--- src/rtl/adder_tree_sequencer.sv ---
// Feeds one neuron's input chunks through a registered stage into the shared 16-input adder,
// accumulating the adder results onto a bias with signed saturation.
module adder_tree_sequencer #(
  parameter int WEIGHT_WIDTH = 16,
  parameter int NUM_CHUNKS   = 49,
  parameter int ACC_WIDTH    = 24
) (
  input  logic                         clk,
  input  logic                         rst_n,
  input  logic                         start,
  input  logic [ACC_WIDTH-1:0]         bias,
  input  logic [16*WEIGHT_WIDTH-1:0]   in_data,
  input  logic                         in_valid,
  output logic                         in_ready,
  output logic [16*WEIGHT_WIDTH-1:0]   adder_data,
  input  logic [WEIGHT_WIDTH-1:0]      adder_sum,
  output logic [ACC_WIDTH-1:0]         out_sum,
  output logic                         out_valid,
  input  logic                         out_ready,
  output logic                         busy,
  output logic [9:0]                   chunk_idx
);

  localparam logic [9:0] LAST_IDX = 10'(NUM_CHUNKS - 1);

  typedef enum logic [1:0] {IDLE, ACCUM, FLUSH, DONE} state_e;

  state_e                      state_q, state_d;
  logic [ACC_WIDTH-1:0]        acc_q, acc_d;
  logic [9:0]                  count_q, count_d;
  logic                        stage_valid_q, stage_valid_d;
  logic [16*WEIGHT_WIDTH-1:0]  adder_data_q, adder_data_d;

  logic [ACC_WIDTH:0]          sum_wide;
  logic [ACC_WIDTH-1:0]        sat_sum;

  always_comb begin
    sum_wide = {acc_q[ACC_WIDTH-1], acc_q}
             + {{(ACC_WIDTH+1-WEIGHT_WIDTH){adder_sum[WEIGHT_WIDTH-1]}}, adder_sum};
    // Sign bit and next bit disagree only on overflow; clamp toward the true sign.
    if (sum_wide[ACC_WIDTH] != sum_wide[ACC_WIDTH-1]) begin
      sat_sum = {sum_wide[ACC_WIDTH], {(ACC_WIDTH-1){~sum_wide[ACC_WIDTH]}}};
    end else begin
      sat_sum = sum_wide[ACC_WIDTH-1:0];
    end
  end

  always_comb begin
    state_d       = state_q;
    acc_d         = acc_q;
    count_d       = count_q;
    stage_valid_d = 1'b0;
    adder_data_d  = adder_data_q;
    in_ready      = 1'b0;
    out_valid     = 1'b0;
    out_sum       = '0;
    busy          = (state_q != IDLE);

    if (stage_valid_q) begin
      acc_d = sat_sum;
    end

    case (state_q)
      IDLE: begin
        if (start) begin
          acc_d   = bias;
          count_d = '0;
          state_d = ACCUM;
        end
      end
      ACCUM: begin
        in_ready = 1'b1;
        if (in_valid) begin
          adder_data_d  = in_data;
          stage_valid_d = 1'b1;
          count_d       = count_q + 10'd1;
          if (count_q == LAST_IDX) begin
            state_d = FLUSH;
          end
        end
      end
      FLUSH: begin
        state_d = DONE;
      end
      DONE: begin
        out_valid = 1'b1;
        out_sum   = acc_q;
        if (out_ready) begin
          state_d = IDLE;
        end
      end
      default: state_d = IDLE;
    endcase
  end

  always_ff @(posedge clk) begin
    if (!rst_n) begin
      state_q       <= IDLE;
      acc_q         <= '0;
      count_q       <= '0;
      stage_valid_q <= 1'b0;
      adder_data_q  <= '0;
    end else begin
      state_q       <= state_d;
      acc_q         <= acc_d;
      count_q       <= count_d;
      stage_valid_q <= stage_valid_d;
      adder_data_q  <= adder_data_d;
    end
  end

  assign adder_data = adder_data_q;
  assign chunk_idx  = count_q;

endmodule

--- config.mk ---
export PLATFORM = sky130hd
export DESIGN_NAME = adder_tree_sequencer
export DESIGN_NICKNAME = d
export VERILOG_FILES = /design/src/rtl/adder_tree_sequencer.sv
export SDC_FILE = /design/constraint.sdc
export NUM_CORES = 1
export LEC_CHECK = 0
export BUFFER_PORTS_ARGS = -buffer_cell sky130_fd_sc_hd__buf_2
export CORE_AREA = 3 3 229 231
export CTS_CLUSTER_DIAMETER = 200
export CTS_CLUSTER_SIZE = 28
export DETAILED_ROUTE_END_ITERATION = 6
export DIE_AREA = 0 0 232 234
export PLACE_DENSITY = 0.5
export RECOVER_POWER = 25
export SYNTH_ARGS = -nofsm -noshare
export SYNTH_HDL_FRONTEND = slang
export SYNTH_SLANG_ARGS = --single-unit
--- constraint.sdc ---
create_clock -name clk -period 4 [get_ports clk]
set_clock_uncertainty 0.15 [all_clocks]
set_input_delay 0.8 -clock clk [delete_from_list [all_inputs] [get_ports clk]]
set_output_delay 0.8 -clock clk [all_outputs]
set_load 0.02 [all_outputs]
---- Word-level counts from Yosys, hierarchy flattened ----
Index checks and enable logic that the tools add are counted.
storage, ports and cells
  bits in registers ....................... 293
  input port bits ......................... 301
  output and inout port bits .............. 293
cells by class
  $add $sub $neg .......................... 2
  equal/unequal tests ..................... 9
  muxes and demuxes ....................... 16
  bitwise logic cells ..................... 1
  reductions and logical operators ........ 7
operators with widths
  cell                                            count
  2-to-1 mux 24 bit                               5
  adder 24 x 16 -> 25 bit                         1
  2-to-1 mux 10 bit                               2
  case mux 10 bit (2 select lines)                1
  adder 10 x 1 -> 10 bit, second input constant   1
  == test 10 x 6 -> 1 bit, second input constant  1
  2-to-1 mux 2 bit                                4
  != test 2 bit, second input constant            4
  case mux 2 bit (4 select lines)                 1
  == test 2 bit, second input constant            2
  AND reduction 2 bit                             2
  AND reduction 4 bit                             1
  nonzero test 2 bit                              2
  2-to-1 mux 1 bit                                3
  AND reduction 3 bit                             1
  == test 2 x 1 -> 1 bit, second input constant   1
  logical NOT 2 bit                               1
  != test 1 bit                                   1
  inverter 1 bit                                  1

---- Longest topological paths before layout ----
Gate-level depths: netlist of the first run.
  depth after elaboration ................. 6
  depth in mapped cells ................... 12
  mapped depth without buffers ............ 11

---- Worst setup path before layout of the first run ----
OpenSTA, ideal clock, no wires.
  path type ............................... input port to flip-flop
  start point ............................. in adder_sum[1]
  end point ............................... reg acc_q[20]
  stages on the path ...................... 10
  arrival ................................. 2909 ps
  path buffers ............................ 1
  data required time ...................... 3731 ps
  library setup time ...................... 119 ps
  slack ................................... 822 ps
  cells stage by stage .................... ha_1 a211o_1 a211o_1 a22oi_2 o211a_4 nor3b_4 nor2_4 buf_6 a31oi_1 a21oi_1
between the ends
  word-level cells in the longest chain between the ends .. 6
ends and longest elaborated chain
  element                                          line    RTL
  start, declared                                  16      input logic [WEIGHT_WIDTH-1:0] adder_sum,
  adder 24 x 16 -> 25 bit *                        39      + {{(ACC_WIDTH+1-WEIGHT_WIDTH){adder_sum[WEIGHT_WIDTH-1]}}, adder_sum};
  != test 1 bit or inverter 1 bit (tied branches)  41, 42
  2-to-1 mux 24 bit *                              41      if (sum_wide[ACC_WIDTH] != sum_wide[ACC_WIDTH-1]) begin
  2-to-1 mux 24 bit *                              59      if (stage_valid_q) begin
  2-to-1 mux 24 bit                                65      if (start) begin
  2-to-1 mux 24 bit *                              63      case (state_q)
  end signal, assigned                             99      acc_q <= '0;
  end signal, assigned                             105     acc_q <= acc_d;
  end, declared                                    29      logic [ACC_WIDTH-1:0] acc_q, acc_d;
Every way passes the cells marked *; elsewhere a longest branch is shown, timed or not.
A chain may end at the register's enable or synchronous reset.

---- Worst setup path in the final report of the first run ----
  start point ............................. in adder_sum[15]
  end point ............................... reg acc_q[8]
Same word-level chain as after synthesis.

==> metrics.txt, run 1 <==
EDFF count, synth 0; CP Cell Sequence buf_2, ha_1, a21o_1, a21o_1, a21oi_1, o221ai_1, nor3_1, o21ai_1, a21oi_2, buf_4, a21oi_1; clock buffer count from CTS 14; fin. max-slew vios 0; final period utilization 0.804; Post-Place Worst Slack 0.239 ns; post-route minimum period 3.22 ns; slowest CP cell ha_1; CTS max path bufs 3; Design Power 0.00859 W; worst-path maximum fanout 9; hold_buf cts 0; sequential area share after synthesis 0.492; status completed; worst setup margin 0.783 ns; top cells by area, synth dfxtp_1 49%, nand2_1 17%, a21oi_1 13%; Tot GR Track Use 0.153; H-Tree Depth 1; syn nets 1866; Arr. time, crit path 3.48 ns; Initial Utilization 0.237; FP Rows 82; VDD IR max 0.292 mV; RSZ-0062 raised after global routing false; post-synthesis cell area 0.0119 mm²; post_cts resized 0; Peak Freq 0.311 GHz; Worst slew margin 0.396; Routed Antenna Nets 0; CP endpoint kind flip-flop; area growth from synthesis to layout 32.0%; CTS root buffer clkbuf_16; vias in the first global route 11.8k; worst r2r src acc_q[0]; top_reg_cell synth dfxtp_1; First DRT Iteration DRCs 557; fin util 0.313; Max-cap violations 0; wire per inst 16.3 µm; Setup Buffers After CTS 0; Top delay family on crit path compound AO/OA/AOI/OAI gates; largest net degree at the start of global routing 118; I/O pins 594; most common cell after layout, fill and taps aside nand2_1; CTS tree yes; die area 0.0543 mm²; total grt overflow 0; yosys warns 0; Worst-Margin Slew 0.907 ns; antenna violations before repair 11; Vias 12.2k; Clock Pin Slew Worst Setup and Hold Paths 0.12 ns; kind of critical path in2reg; HP Class reg2reg; CP Launch Point adder_sum[15]; Via density 4.47; final setup fails 0; nature of the critical path startpoint input port; worst path required time 4.26 ns; setup TNS 0 ns; DRC Markers 0; most frequent cells in the layout 538 x nand2_1, 449 x buf_2, 300 x a21oi_1, 293 x dfxtp_1, 144 x clkbuf_1; first-pass GRT wire length 66700 µm; share of layout cells above drive strength 1 0.243; leakage power 6.54 nW; Post-Synthesis Cells 1533; library cells used by synthesis 65; Buf+Inv Stages, Crit Path 2; Clock Sink Count 293; Post-Route WL 44700 µm; Die Height 234 µm; Critical Path Max Stage Delay 0.39 ns; asr flop ratio synth 0; Hold Vio Cnt, Final 0; Die W 232 µm; cell taking the most area after synthesis dfxtp_1; hold_sp adder_data[10]; number of synthesized register bits 293; worst skew pair latency 0.51 ns; routability cong. 0.838; top cell type's share of synthesized area 0.492; dpl hpwl 33700 µm; count of buffers from port buffering 593; core area 0.0503 mm²; Power per Cell Area 545 mW/mm²; Pre-antenna DRT Iters 5; mean post-synth cell area 7.78 µm²; fin nets 2388
==> routing by layer <==
layer  global-route usage  wire length [µm]
met3               0.0439              3420
met5                    0                41
met2                0.266             22300
met1                0.184             18000
met4               0.0389              1020
==> registers in the layout, indices dropped and copies added, names as in the netlist <==
name           flops
adder_data       256
acc_q             24
chunk_idx         10
state_q            2
stage_valid_q      1
==> final cells by class <==
| cell class | count | area, µm² |
|---|---|---|
| clock buffer | 14 | 350 |
| antenna | 9 | 22.5 |
| clock inverter | 2 | 32.5 |
| fill | 5607 | 34500 |
| tap | 672 | 841 |
| inverter | 21 | 86.3 |
| sequential | 293 | 5870 |
| multi-input combinational | 1115 | 5580 |
| timing repair buffer | 610 | 2980 |
==> tightest hold or removal path: cells and delay by family (launching register included) <==
| kind | cells | cell delay (ns) |
|---|---|---|
| AO/OA/AOI/OAI | 1 | 0.05 |
| flip-flops | 1 | 0.32 |
| AND/OR/NAND/NOR | 1 | 0.05 |
==> kinds of logic after synthesis <==
kind of cell               Yosys count  synth area share
xor gates and xnor gates            24            0.0176
muxes                                1          0.000839
AOI/OAI and AO/OA                  411             0.190
and+or+nand+nor                    646             0.223
adders and majority gates           33            0.0350
DFF                                293             0.492
buffers and inverters              125            0.0417
==> cell usage after synthesis, types with 7 or more instances <==
cell type and instances:
clkbuf_1 92, ha_1 31, nor2_1 23, dfxtp_1 293, inv_1 20, xor2_1 10
a31oi_1 12, a21o_1 8, nand3_1 9, and2_1 27, nand4_1 7, nand2_1 539
a21oi_1 300, nor3_1 8, xnor2_1 14, o21ai_0 42, nor2b_1 10
==> power breakdown <==
group | total, W | leakage [nW] | internal, W | switching [W]
Sequential | 0.00365 | 2.38 | 0.00337 | 0.000279
Combinational | 0.00329 | 3.97 | 0.00110 | 0.00219
Clock | 0.00165 | 0.187 | 0.000657 | 0.000993
==> metrics by stage <==
step                      hold WS, ns  instance area [µm²]  cells
after floorplan                 0.326                11900   1533
after global placement          0.289                15500   2711
after detailed placement        0.293                15500   2711
after CTS                       0.286                15900   2727
after global routing            0.303                15700   2731
final                           0.308                15800   2736
==> worst paths after layout <==
check / to / slack, ns / cells after the start
setup / recovery: acc_q[8] / 0.78 / 11
hold / removal: adder_data[10] / 0.31 / 2
setup reg to reg: acc_q[19] / 0.86 / 11
hold reg to reg: adder_data[10] / 0.31 / 2
(Power assumes the default switching activity.)
==> run 2: changes to the inputs <==
clock period = 3.08 ns   (was 4 ns; I/O delays follow)
==> run 2 against run 1 <==
Against the previous run: critical path depth grew 2; utilization grew 0.82 points; register-to-register slack worse by 0.66 ns; critical endpoint is now acc_q[2]; highest routed layer unchanged.
==> metrics.txt, run 2 (synthesis results as in run 1) <==
status completed (unchanged); HP Class in2reg (was reg2reg); H-Tree Depth 1 (unchanged); CTS max path bufs 3 (unchanged); worst path required time 3.38 ns (was 4.26 ns); Design Power 0.0115 W (was 0.00859 W); Pre-antenna DRT Iters 4 (was 5); share of layout cells above drive strength 1 0.266 (was 0.243); Vias 12.4k (was 12.2k); Clock Pin Slew Worst Setup and Hold Paths 0.11 ns (was 0.12 ns); CTS root buffer clkbuf_16 (unchanged); largest net degree at the start of global routing 136 (was 118); Worst-Margin Slew 1.37 ns (was 0.907 ns); Die Height 234 µm (unchanged); Worst slew margin 0.0897 (was 0.396); first-pass GRT wire length 66900 µm (was 66700 µm); die area 0.0543 mm² (unchanged); final setup fails 0 (unchanged); final period utilization 0.934; total grt overflow 0 (unchanged); Die W 232 µm (unchanged); kind of critical path reg2reg (was in2reg); hold_buf cts 0 (unchanged); max reg flops 256 (unchanged); area growth from synthesis to layout 35.5% (was 32.0%); CTS tree yes (unchanged); antenna violations before repair 8 (was 11); Peak Freq 0.348 GHz; dpl hpwl 34100 µm (was 33700 µm); hold_sp in_data[157] (was adder_data[10]); worst r2r src acc_q[0] (unchanged); most common cell after layout, fill and taps aside nand2_1 (unchanged); Routed Antenna Nets 0 (unchanged); most frequent cells in the layout 538 x nand2_1, 459 x buf_2, 300 x a21oi_1, 293 x dfxtp_1, 134 x clkbuf_1 (was 538 x nand2_1, 449 x buf_2, 300 x a21oi_1, 293 x dfxtp_1, 144 x clkbuf_1); nature of the critical path startpoint flip-flop (was input port); RSZ-0062 raised after global routing false (unchanged); Tot GR Track Use 0.152 (was 0.153); clock buffer count from CTS 14 (unchanged); Initial Utilization 0.237 (unchanged); Hold Vio Cnt, Final 0 (unchanged); core area 0.0503 mm² (unchanged); VDD IR max 0.417 mV (was 0.292 mV); First DRT Iteration DRCs 611 (was 557); wire per inst 16.2 µm (was 16.3 µm); Post-Route WL 44900 µm (was 44700 µm); post-route minimum period 2.88 ns; leakage power 6.83 nW (was 6.54 nW); FP Rows 82 (unchanged); worst-path maximum fanout 7 (was 9); DRC Markers 0 (unchanged); Clock Sink Count 293 (unchanged); reg2reg setup slack 0.20 ns (was 0.86 ns); CP endpoint kind flip-flop (unchanged); I/O pins 594 (unchanged); fin nets 2434 (was 2388); fin. max-slew vios 0 (unchanged); count of buffers from port buffering 593 (unchanged); vias in the first global route 12.0k (was 11.8k); CP Launch Point acc_q[0] (was adder_sum[15]); Power per Cell Area 711 mW/mm² (was 545 mW/mm²); Arr. time, crit path 3.18 ns (was 3.48 ns); Via density 4.47 (about the same); worst skew pair latency 0.51 ns (about the same); routability cong. 0.845 (was 0.838); Max-cap violations 0 (unchanged); WHS 0.156 ns (was 0.308 ns)
## run 2: timing repair
action	CTS	global route
resized for setup	0	2
endpoints found under the setup margin	0	15
hold endpoints to repair	0	0
buffers inserted	0	3
## run 2: path summary, 6_finish.rpt
check	cells past startpoint	to
worst max register to register	13	acc_q[2]
worst min register to register	2	adder_data[204]
worst max-delay path	13	acc_q[2]
worst min-delay path	3	adder_data[157]
## run 2: critical path: stages, from the launching register on
cell	delay [ns]
dfxtp_1	0.40
ha_1	0.19
inv_1	0.05
fa_1	0.38
nor2b_1	0.17
o2111ai_1	0.15
a21o_1	0.22
a211oi_2	0.18
buf_4	0.16
nor4_4	0.05
buf_4	0.19
o41ai_2	0.25
o21ai_0	0.13
a21oi_1	0.15
## run 2: cell type report
class                           instances  area [µm²]
Fill cell                            5554       34100
Clock inverter                          2        32.5
Sequential cell                       293        5870
Inverter                               21        86.3
Antenna cell                            6        15.0
Multi-Input combinational cell       1115        5590
Timing Repair Buffer                  656        3390
Clock buffer                           14         350
Tap cell                              672         841
## run 2: where the power goes
group / internal (W) / leakage (nW) / switching, W
Clock: 0.000853 / 0.187 / 0.00129
Combinational: 0.00169 / 4.26 / 0.00292
Sequential: 0.00438 / 2.38 / 0.000356
## run 2: metal layers
layer / wire, µm / global-route usage / vias to the layer above
li1: - / - / 6208
met1: 18400 / 0.186 / 5771
met2: 22100 / 0.263 / 385
met3: 3300 / 0.0417 / 50
met4: 1150 / 0.0438 / 2
met5: 13 / 0 / -
## run 2: metrics by stage
step	utilization	std cells	TNS [ns]	worst slack, ns	area, µm²
global placement	0.316	2754	-1.43	-0.138	15900
finish	0.322	2779	0	0.203	16200
detailed placement	0.316	2754	-2.92	-0.207	15900
global route	0.321	2777	0	0.00968	16200
floorplan	-	1533	0	0.0858	11900
CTS	0.324	2770	0	0.103	16300
